**config.mk**
```make
export PLATFORM = sky130hd
export DESIGN_NAME = hazard_unit
export DESIGN_NICKNAME = d
export VERILOG_FILES = /design/src/rtl/hazard_unit.sv
export SDC_FILE = /design/constraint.sdc
export NUM_CORES = 1
export LEC_CHECK = 0
export ABC_AREA = 1
export BUFFER_PORTS_ARGS = -buffer_cell sky130_fd_sc_hd__buf_2
export CAP_MARGIN = 20
export CORE_ASPECT_RATIO = 1.4
export CORE_UTILIZATION = 47
export CTS_BUF_LIST = sky130_fd_sc_hd__clkbuf_4
export DETAILED_ROUTE_END_ITERATION = 6
export PLACE_DENSITY_LB_ADDON = 0.05
export SLEW_MARGIN = 5
export SYNTH_ARGS = -nofsm -noshare
export SYNTH_HDL_FRONTEND = slang
export SYNTH_SLANG_ARGS = --single-unit
```
**constraint.sdc**
```tcl
create_clock -name clk -period 1.6 [get_ports clk]
set_input_delay 0.24 -clock clk [delete_from_list [all_inputs] [get_ports clk]]
set_output_delay 0.24 -clock clk [all_outputs]
set_load 0.005 [all_outputs]
```
**src/rtl/hazard_unit.sv**
```systemverilog
// rtl/hazard_unit.sv - stall and forwarding controller for the five-stage MIPS pipeline
// Optional HI/LO busy tracking is built when HAZARD_MDU_EN is defined.
module hazard_unit #(
  parameter int MDU_MULT_CYCLES = 5,
  parameter int MDU_DIV_CYCLES  = 10
) (
  input  logic       clk,
  input  logic       reset,
  input  logic [4:0] D_rs,
  input  logic [4:0] D_rt,
  input  logic [2:0] D_Tuse_A1,
  input  logic [2:0] D_Tuse_A2,
  input  logic [4:0] D_A3,
  input  logic [2:0] D_Tnew,
  output logic       stall,
  output logic [1:0] fwd_D_rs,
  output logic [1:0] fwd_D_rt,
  output logic [1:0] fwd_E_rs,
  output logic [1:0] fwd_E_rt,
  output logic [1:0] fwd_M_rt
`ifdef HAZARD_MDU_EN
  ,
  input  logic       D_md_use,
  input  logic [1:0] D_md_start,
  output logic       md_busy
`endif
);

  localparam logic [4:0] MULT_LD = 5'(MDU_MULT_CYCLES);
  localparam logic [4:0] DIV_LD  = 5'(MDU_DIV_CYCLES);

  logic [4:0] E_A3_q, E_A3_d, E_rs_q, E_rs_d, E_rt_q, E_rt_d;
  logic [2:0] E_Tnew_q, E_Tnew_d;
  logic [4:0] M_A3_q, M_A3_d, M_rt_q, M_rt_d;
  logic [2:0] M_Tnew_q, M_Tnew_d;
  logic [4:0] W_A3_q, W_A3_d;
  logic [2:0] W_Tnew_q, W_Tnew_d;
  logic       reg_stall;

  function automatic logic hz(input logic [4:0] src, input logic [2:0] tuse,
                              input logic [4:0] a3, input logic [2:0] tnew);
    return (src != 5'd0) && (src == a3) && (tuse < tnew);
  endfunction

  // Youngest matching stage wins; a winner still in flight yields 0 rather than an older copy.
  function automatic logic [1:0] fwd_pick(input logic [4:0] src,
                                          input logic e_ok, input logic [4:0] e_a3, input logic [2:0] e_tnew,
                                          input logic m_ok, input logic [4:0] m_a3, input logic [2:0] m_tnew,
                                          input logic [4:0] w_a3, input logic [2:0] w_tnew);
    if (src == 5'd0)                return 2'd0;
    if (e_ok && src == e_a3)        return (e_tnew == 3'd0) ? 2'd1 : 2'd0;
    if (m_ok && src == m_a3)        return (m_tnew == 3'd0) ? 2'd2 : 2'd0;
    if (src == w_a3)                return (w_tnew == 3'd0) ? 2'd3 : 2'd0;
    return 2'd0;
  endfunction

  always_comb begin
    reg_stall = hz(D_rs, D_Tuse_A1, E_A3_q, E_Tnew_q) | hz(D_rs, D_Tuse_A1, M_A3_q, M_Tnew_q) |
                hz(D_rt, D_Tuse_A2, E_A3_q, E_Tnew_q) | hz(D_rt, D_Tuse_A2, M_A3_q, M_Tnew_q);
  end

  always_comb begin
    fwd_D_rs = fwd_pick(D_rs, 1'b1, E_A3_q, E_Tnew_q, 1'b1, M_A3_q, M_Tnew_q, W_A3_q, W_Tnew_q);
    fwd_D_rt = fwd_pick(D_rt, 1'b1, E_A3_q, E_Tnew_q, 1'b1, M_A3_q, M_Tnew_q, W_A3_q, W_Tnew_q);
    fwd_E_rs = fwd_pick(E_rs_q, 1'b0, 5'd0, 3'd0, 1'b1, M_A3_q, M_Tnew_q, W_A3_q, W_Tnew_q);
    fwd_E_rt = fwd_pick(E_rt_q, 1'b0, 5'd0, 3'd0, 1'b1, M_A3_q, M_Tnew_q, W_A3_q, W_Tnew_q);
    fwd_M_rt = fwd_pick(M_rt_q, 1'b0, 5'd0, 3'd0, 1'b0, 5'd0, 3'd0, W_A3_q, W_Tnew_q);
  end

`ifdef HAZARD_MDU_EN
  logic [1:0] E_md_start_q, E_md_start_d;
  logic [4:0] md_cnt_q, md_cnt_d;

  assign stall   = reg_stall | (D_md_use & ((E_md_start_q != 2'd0) | (md_cnt_q != 5'd0)));
  assign md_busy = (md_cnt_q != 5'd0);

  always_comb begin
    E_md_start_d = stall ? 2'd0 : D_md_start;
    case (E_md_start_q)
      2'b01:   md_cnt_d = MULT_LD;
      2'b10:   md_cnt_d = DIV_LD;
      default: md_cnt_d = (md_cnt_q != 5'd0) ? md_cnt_q - 5'd1 : 5'd0;
    endcase
  end

  always_ff @(posedge clk or posedge reset) begin
    if (reset) begin
      E_md_start_q <= 2'd0;
      md_cnt_q     <= 5'd0;
    end else begin
      E_md_start_q <= E_md_start_d;
      md_cnt_q     <= md_cnt_d;
    end
  end
`else
  logic unused_cfg;
  assign unused_cfg = ^{MULT_LD, DIV_LD};
  assign stall      = reg_stall;
`endif

  // A stalled D instruction stays put and E receives a bubble.
  always_comb begin
    E_A3_d   = stall ? 5'd0 : D_A3;
    E_Tnew_d = stall ? 3'd0 : D_Tnew;
    E_rs_d   = stall ? 5'd0 : D_rs;
    E_rt_d   = stall ? 5'd0 : D_rt;
    M_A3_d   = E_A3_q;
    M_Tnew_d = (E_Tnew_q == 3'd0) ? 3'd0 : E_Tnew_q - 3'd1;
    M_rt_d   = E_rt_q;
    W_A3_d   = M_A3_q;
    W_Tnew_d = 3'd0;
  end

  always_ff @(posedge clk or posedge reset) begin
    if (reset) begin
      E_A3_q   <= 5'd0;
      E_Tnew_q <= 3'd0;
      E_rs_q   <= 5'd0;
      E_rt_q   <= 5'd0;
      M_A3_q   <= 5'd0;
      M_Tnew_q <= 3'd0;
      M_rt_q   <= 5'd0;
      W_A3_q   <= 5'd0;
      W_Tnew_q <= 3'd0;
    end else begin
      E_A3_q   <= E_A3_d;
      E_Tnew_q <= E_Tnew_d;
      E_rs_q   <= E_rs_d;
      E_rt_q   <= E_rt_d;
      M_A3_q   <= M_A3_d;
      M_Tnew_q <= M_Tnew_d;
      M_rt_q   <= M_rt_d;
      W_A3_q   <= W_A3_d;
      W_Tnew_q <= W_Tnew_d;
    end
  end

endmodule

```
==> results.sh, run 1 <==
export IMPL_timing_final_ws_setup_ns=-0.408
export IMPL_grt_pass1_vias=1902
export IMPL_placeableCoreArea_um2=4800
export IMPL_clockBufferDepth=2
export IMPL_place_gp_congestion=0.835
export IMPL_max_stage_delay_ns=0.40
export IMPL_synth_cell_types=32
export IMPL_grtUsageTotal_pct=23.1
export IMPL_min_path_type="in -> reg"
export IMPL_drt_total_wl_um=5570
export IMPL_synth_area_um2=2330
export IMPL_hp_start="D_A3[2]"
export IMPL_grtUsageMet3_pct=4.12
export IMPL_antenna_found_initial=0
export IMPL_power_density_nw_per_um2=771
export IMPL_vias=1905
export IMPL_cts_tree="done"
export IMPL_die_area_um2=5250
export IMPL_wire_per_inst_um=13.7
export IMPL_post_place_ws_ns=-0.0675
export IMPL_seq_area_frac_synth_pct=38.6
export IMPL_drc=0
export IMPL_period_share_pct=126
export IMPL_r2r_end="E_Tnew_q[2]"
export IMPL_numCtsBuffers=5
export IMPL_ioPinCount=37
export IMPL_ff2ff_path_depth=12
export IMPL_initial_core_util_pct=48.6
export IMPL_synth_compound_area_share_pct=4.13
export IMPL_p_leak_uw=0.00151
export IMPL_crit_path_end_kind="output pin"
export IMPL_cts_root_buf="clkbuf_4"
export IMPL_die_x_um=61.6
export IMPL_fmax_ghz=0.498
export IMPL_skew_ns=0.00530
export IMPL_status="finished, violations left"
export IMPL_synth_simple_gate_area_share_pct=24.7
export IMPL_drtPass1Iterations=4
export IMPL_cp_cell_sequence="inv_2 -> ha_4 -> a21o_1 -> a31oi_1 -> nand2_1 -> nand2_1 -> nand2_2 -> nand2_4 -> buf_6"
export IMPL_ir_worst_vdd_uv=431
export IMPL_portBuffers=36
export IMPL_ys_warnings_count=0
export IMPL_cap_violations=0
export IMPL_ant_nets=0
export IMPL_via_per_inst=4.67
export IMPL_critPathArrivalTime_ns=1.77
export IMPL_cpLargestDelayFamily="flip-flops"
export IMPL_use_met2_pct=43.2
export IMPL_grt_overflow=0
export IMPL_dpl_hpwl_um=4090
export IMPL_ff_latch_area_um2=912
export IMPL_synth_top_family_by_area="simple AND/OR/NAND/NOR gates"
export IMPL_critPathCapture="stall"
export IMPL_antenna_cells=0
export IMPL_setup_viol=29
export IMPL_finish_utilization_pct=63.2
export IMPL_crit_fanout=2
export IMPL_cts_sinks=36
export IMPL_worst_pin_slew_ns=0.453
export IMPL_grt_pass1_wl_um=8710
export IMPL_violations="setup timing"
export IMPL_drt_iter0_drc=65
export IMPL_setup_worst_path_start="M_Tnew_q[2]"
export IMPL_synth_fa_ha_area_share_pct=5.36
export IMPL_path_buf_inv=2
export IMPL_multi_input_area_um2=1360
export IMPL_hold_violations=0
export IMPL_crit_type="reg -> out"
export IMPL_rsz0062_at_grt="yes"
export IMPL_clkTransAtPathRegs_ns=0.11
export IMPL_ys_seq_elements=36
export IMPL_syn_nets=318
export IMPL_die_h_um=85.4
export IMPL_nets=379
export IMPL_clkLatencyLatePin_ns=0.35
export IMPL_reg2reg_from="M_Tnew_q[2]"
export IMPL_synthCells=282
export IMPL_start_kind="register"
export IMPL_synthXorXnorAreaFrac_pct=16.5
export IMPL_cpMostUsedCell="nand2_1"
export IMPL_grt_busiest_layer="met2"
export IMPL_slowest_stage="dfrtp_1"
export IMPL_synthMuxAreaShare_pct=0
export IMPL_syn2layout_area_growth_pct=30.1
export IMPL_fillers=452
export IMPL_grt_max_degree=37
export IMPL_period_minus_slack_ns=2.01
export IMPL_r2r_slack_ns=-0.24
export IMPL_syn_area_per_cell_um2=8.27
export IMPL_slew_headroom_pct=69.8
export IMPL_drive_gt1_share_pct=38.7
export IMPL_crit_cells=9
export IMPL_cts_max_level=2
export IMPL_required_ns=1.36
export IMPL_slew_violations=0
export IMPL_rows=30
export IMPL_use_met1_pct=23.6
[worst min path at each step]
stage | endpoint | cells after the start
after CTS | E_A3_q[2] | 3
after global placement | E_A3_q[2] | 3
after floorplan | E_A3_q[0] | 2
after global routing | E_A3_q[2] | 3
after detailed placement | E_A3_q[4] | 3
final | E_A3_q[2] | 3
[report_power, final]
group,internal [uW],leakage [uW],switching (uW)
combinational,387,0.00106,341
sequential,993,0.000416,121
clock,184,0.0000293,315
total,1560,0.00151,777
[placed cells by master (no fill, tap or decap), drive strengths merged, types with 3 or more instances in the layout]
cell type   n
buf        65
nand2      57
inv        41
nor2       39
dfrtp      36
xnor2      36
nand3      10
ha         10
xor2        8
nor3        8
clkbuf      6
a21oi       5
o21ai       5
nand4       3
[per-stage QoR]
step,total power (uW),TNS [ns],instance area [um^2],std cells,hold WS (ns)
2_1_floorplan,1510,-0.0206,2350,282,0.346
3_3_place_gp,1680,-0.877,2620,385,0.368
3_5_place_dp,1690,-0.965,2620,385,0.374
4_1_cts,2290,-4.54,2910,403,0.0767
5_1_grt,2480,-9.63,3040,408,0.0792
6_report,2340,-7.07,3040,408,0.0790
[synthesized netlist by cell type]
cell	n	area, um^2
a21o_1	2	15.0
a21oi_1	4	20.0
a21oi_2	1	8.76
a31oi_1	2	12.5
and2_1	2	12.5
buf_12	1	20.0
buf_4	1	7.51
buf_6	4	45.0
clkbuf_1	5	18.8
clkbuf_2	1	5.00
dfrtp_1	36	901
ha_1	10	125
inv_1	40	150
inv_2	1	3.75
nand2_1	54	203
nand2_2	2	12.5
nand2_4	1	11.3
nand3_1	9	45.0
nand3_2	1	10.0
nand4_1	3	18.8
nor2_1	27	101
nor2_2	8	50.1
nor2_4	4	45.0
nor3_1	8	40.0
nor3b_1	1	7.51
nor4_1	1	6.26
o211ai_1	1	7.51
o21a_1	1	7.51
o21ai_0	5	25.0
or2_2	2	12.5
xnor2_1	36	315
xor2_1	8	70.1
[state kept, by name (all words and copies together) (netlist names)]
name	cells
E_Tnew_q	3
E_A3_q	5
M_rt_q	5
W_A3_q	5
E_rs_q	5
M_Tnew_q	3
E_rt_q	5
M_A3_q	5
[worst reg2reg max path, cell delays in order (launching register included)]
cell	delay (ns)
dfrtp_1	0.40
inv_2	0.12
ha_4	0.22
a21o_1	0.14
a31oi_1	0.14
nand2_1	0.07
nand2_1	0.08
nand2_2	0.07
nand2_4	0.09
buf_4	0.11
buf_6	0.12
buf_8	0.14
nor2_1	0.05
[layer usage]
metal / vias up / wire length, um
li1: 975 / -
met1: 886 / 2120
met2: 33 / 3190
met3: 11 / 126
met4: 0 / 140
met5: - / 0
[timing repair]
item	CTS	global route
pin swaps	21	13
gates resized for setup	40	22
hold buffers	1	0
hold endpoints to repair	22	0
buffers inserted	9	5
endpoints found under the setup margin	29	29
[layout make-up]
| class | count | share of cell area (%) |
|---|---|---|
| Multi-Input combinational cell | 193 | 44.7 |
| Sequential cell | 36 | 30.0 |
| Timing Repair Buffer | 66 | 15.7 |
| Inverter | 41 | 5.07 |
| Tap cell | 64 | 2.64 |
| Clock buffer | 6 | 1.48 |
| Clock inverter | 2 | 0.371 |
[kinds of logic (layout without fill, tap and decap cells)]
| family | Yosys count | after routing |
|---|---|---|
| and+or+nand+nor | 123 | 123 |
| buffers and inverters | 53 | 115 |
| xor gates and xnor gates | 44 | 44 |
| DFF | 36 | 36 |
| AOI/OAI and AO/OA | 16 | 16 |
| adders and majority gates | 10 | 10 |
Note: power is estimated with default switching activity, not from simulation.
==> run 2, diff against run 1 <==
==> constraint.sdc (replaced) <==
create_clock -name clk -period 1.6 [get_ports clk]
set_input_delay 0.16 -clock clk [delete_from_list [all_inputs] [get_ports clk]]
set_output_delay 0.16 -clock clk [all_outputs]
set_load 0.005 [all_outputs]
==> run 2 against run 1 <==
The run still ends with setup timing left. Critical path depth unchanged. Combinational power down 0.6%. Sequential share of layout area down 0.50 points. Clock power down 2%. Total power down 0.90%. Global-route usage down 0.19 points. Register-to-register slack better by 0.06 ns.
==> results.sh, run 2 (synthesis results as in run 1) <==
export IMPL_status="finished, violations left"
export IMPL_violations="setup timing"
export IMPL_cts_max_level=2
export IMPL_die_area_um2=5250
export IMPL_drtPass1Iterations=4
export IMPL_finalInstanceArea_um2=3080
export IMPL_die_x_um=61.6
export IMPL_ioPinCount=37
export IMPL_initial_core_util_pct=48.6
export IMPL_grt_max_degree=37
export IMPL_cts_tree="done"
export IMPL_fillers=464
export IMPL_rows=30
export IMPL_cts_root_buf="clkbuf_4"
export IMPL_grt_pass1_vias=1855
export IMPL_grtUsageTotal_pct=23.0
export IMPL_antenna_cells=0
export IMPL_slew_violations=0
export IMPL_ir_worst_vdd_uv=449
export IMPL_finish_utilization_pct=64.1
export IMPL_crit_fanout=3
export IMPL_worst_pin_slew_ns=0.464
export IMPL_antenna_found_initial=0
export IMPL_drt_iter0_drc=49
export IMPL_cts_sinks=36
export IMPL_finalHoldWorstSlack_ns=0.0251
export IMPL_nets=379
export IMPL_critPathArrivalTime_ns=1.72
export IMPL_period_share_pct=117
export IMPL_drc=0
export IMPL_skew_ns=0.00919
export IMPL_via_per_inst=4.62
export IMPL_grt_pass1_wl_um=8630
export IMPL_multi_input_area_um2=1380
export IMPL_placed_cell_area_um2=2630
export IMPL_drt_total_wl_um=5410
export IMPL_hold_violations=0
export IMPL_total_power_uw=2320
export IMPL_final_common_cell="nand2_1"
export IMPL_vias=1883
export IMPL_timing_final_ws_setup_ns=-0.280
export IMPL_grt_overflow=0
export IMPL_fmax_ghz=0.532
export IMPL_setup_viol=29
export IMPL_p_leak_uw=0.00151
export IMPL_dpl_hpwl_um=4140
export IMPL_period_minus_slack_ns=1.88
export IMPL_place_gp_congestion=0.884
export IMPL_die_h_um=85.4
export IMPL_drive_gt1_share_pct=38.1
export IMPL_min_path_type="in -> reg"
export IMPL_cap_violations=0
export IMPL_clkLatencyLatePin_ns=0.35
export IMPL_crit_type="reg -> out"
export IMPL_crit_path_end_kind="output pin"
export IMPL_numCtsBuffers=5
export IMPL_start_kind="register"
export IMPL_syn2layout_area_growth_pct=32.0
export IMPL_clockBufferDepth=2
export IMPL_final_cell_mix="nand2_1 (54), buf_2 (35), inv_1 (34), dfrtp_1 (29), xnor2_1 (28)"
export IMPL_ant_nets=0
export IMPL_ff_latch_area_um2=910
export IMPL_clkTransAtPathRegs_ns=0.11
export IMPL_wire_per_inst_um=13.3
export IMPL_required_ns=1.44
export IMPL_placeableCoreArea_um2=4800
export IMPL_slew_headroom_pct=69.0
export IMPL_power_density_nw_per_um2=753
export IMPL_portBuffers=36
export IMPL_rsz0062_at_grt="yes"
==> run 2: changes by cell type in the layout (fill, tap and decap cells not counted), moves of 3 or more <==
| cell | delta |
|---|---|
| dlygate4sd3_1 | +6 |
| buf_6 | -5 |
| nor2_4 | +4 |
| buf_12 | +3 |
==> run 2: area by class of cell <==
cell class              count  area share, %
flip-flops and latches     36           29.5
multi-input cells         193           44.9
inverters                  41           5.00
well taps                  64           2.60
clock inverters             3          0.610
clock buffers               5           1.22
repair buffers             66           16.1
==> run 2: routing by layer <==
layer	wire length, um	vias up	global-route usage [%]
met5	0	-	0
met4	99	0	6.67
met3	145	8	3.51
met2	3090	31	44.2
met1	2070	869	24.1
li1	-	975	-
==> run 2: what timing repair did <==
item	4_1_cts	5_1_grt
hold buffers	7	0
gates resized for setup	26	36
pin swaps	15	19
endpoints found under the setup margin	28	29
hold endpoints to repair	42	0
setup buffers	7	3
==> run 2: worst paths after layout <==
| path | start | end | slack [ns] | depth (start not counted) |
|---|---|---|---|---|
| min reg2reg | E_A3_q[0] | M_A3_q[0] | 0.45 | 0 |
| max in group asynchronous | reset | W_A3_q[2] | 0.79 | 4 |
| max reg2reg | E_Tnew_q[2] | E_rs_q[4] | -0.18 | 12 |
| min in group asynchronous | reset | E_A3_q[1] | 0.45 | 4 |
| min | D_Tnew[2] | E_Tnew_q[2] | 0.03 | 3 |
| max | E_Tnew_q[2] | stall | -0.28 | 9 |
==> run 2: worst max-delay path, stage by stage, from the launching register on <==
cell	delay [ns]
dfrtp_1	0.38
inv_2	0.06
buf_4	0.14
ha_1	0.26
a21oi_1	0.15
nand2_1	0.06
nand2_1	0.08
nand2_2	0.07
nand2_4	0.08
buf_6	0.09
==> run 2: where the power goes <==
group	internal [uW]	switching, uW
clock	169	318
sequential	992	118
combinational	384	339
total	1540	775
==> run 2: through the flow <==
stage / cells / setup WS (ns) / TNS [ns]
floorplan: 282 / 0.0243 / 0
global placement: 383 / -0.0111 / -0.0546
detailed placement: 383 / -0.0309 / -0.434
CTS: 405 / -0.279 / -3.71
global route: 408 / -0.345 / -7.36
finish: 408 / -0.280 / -4.79
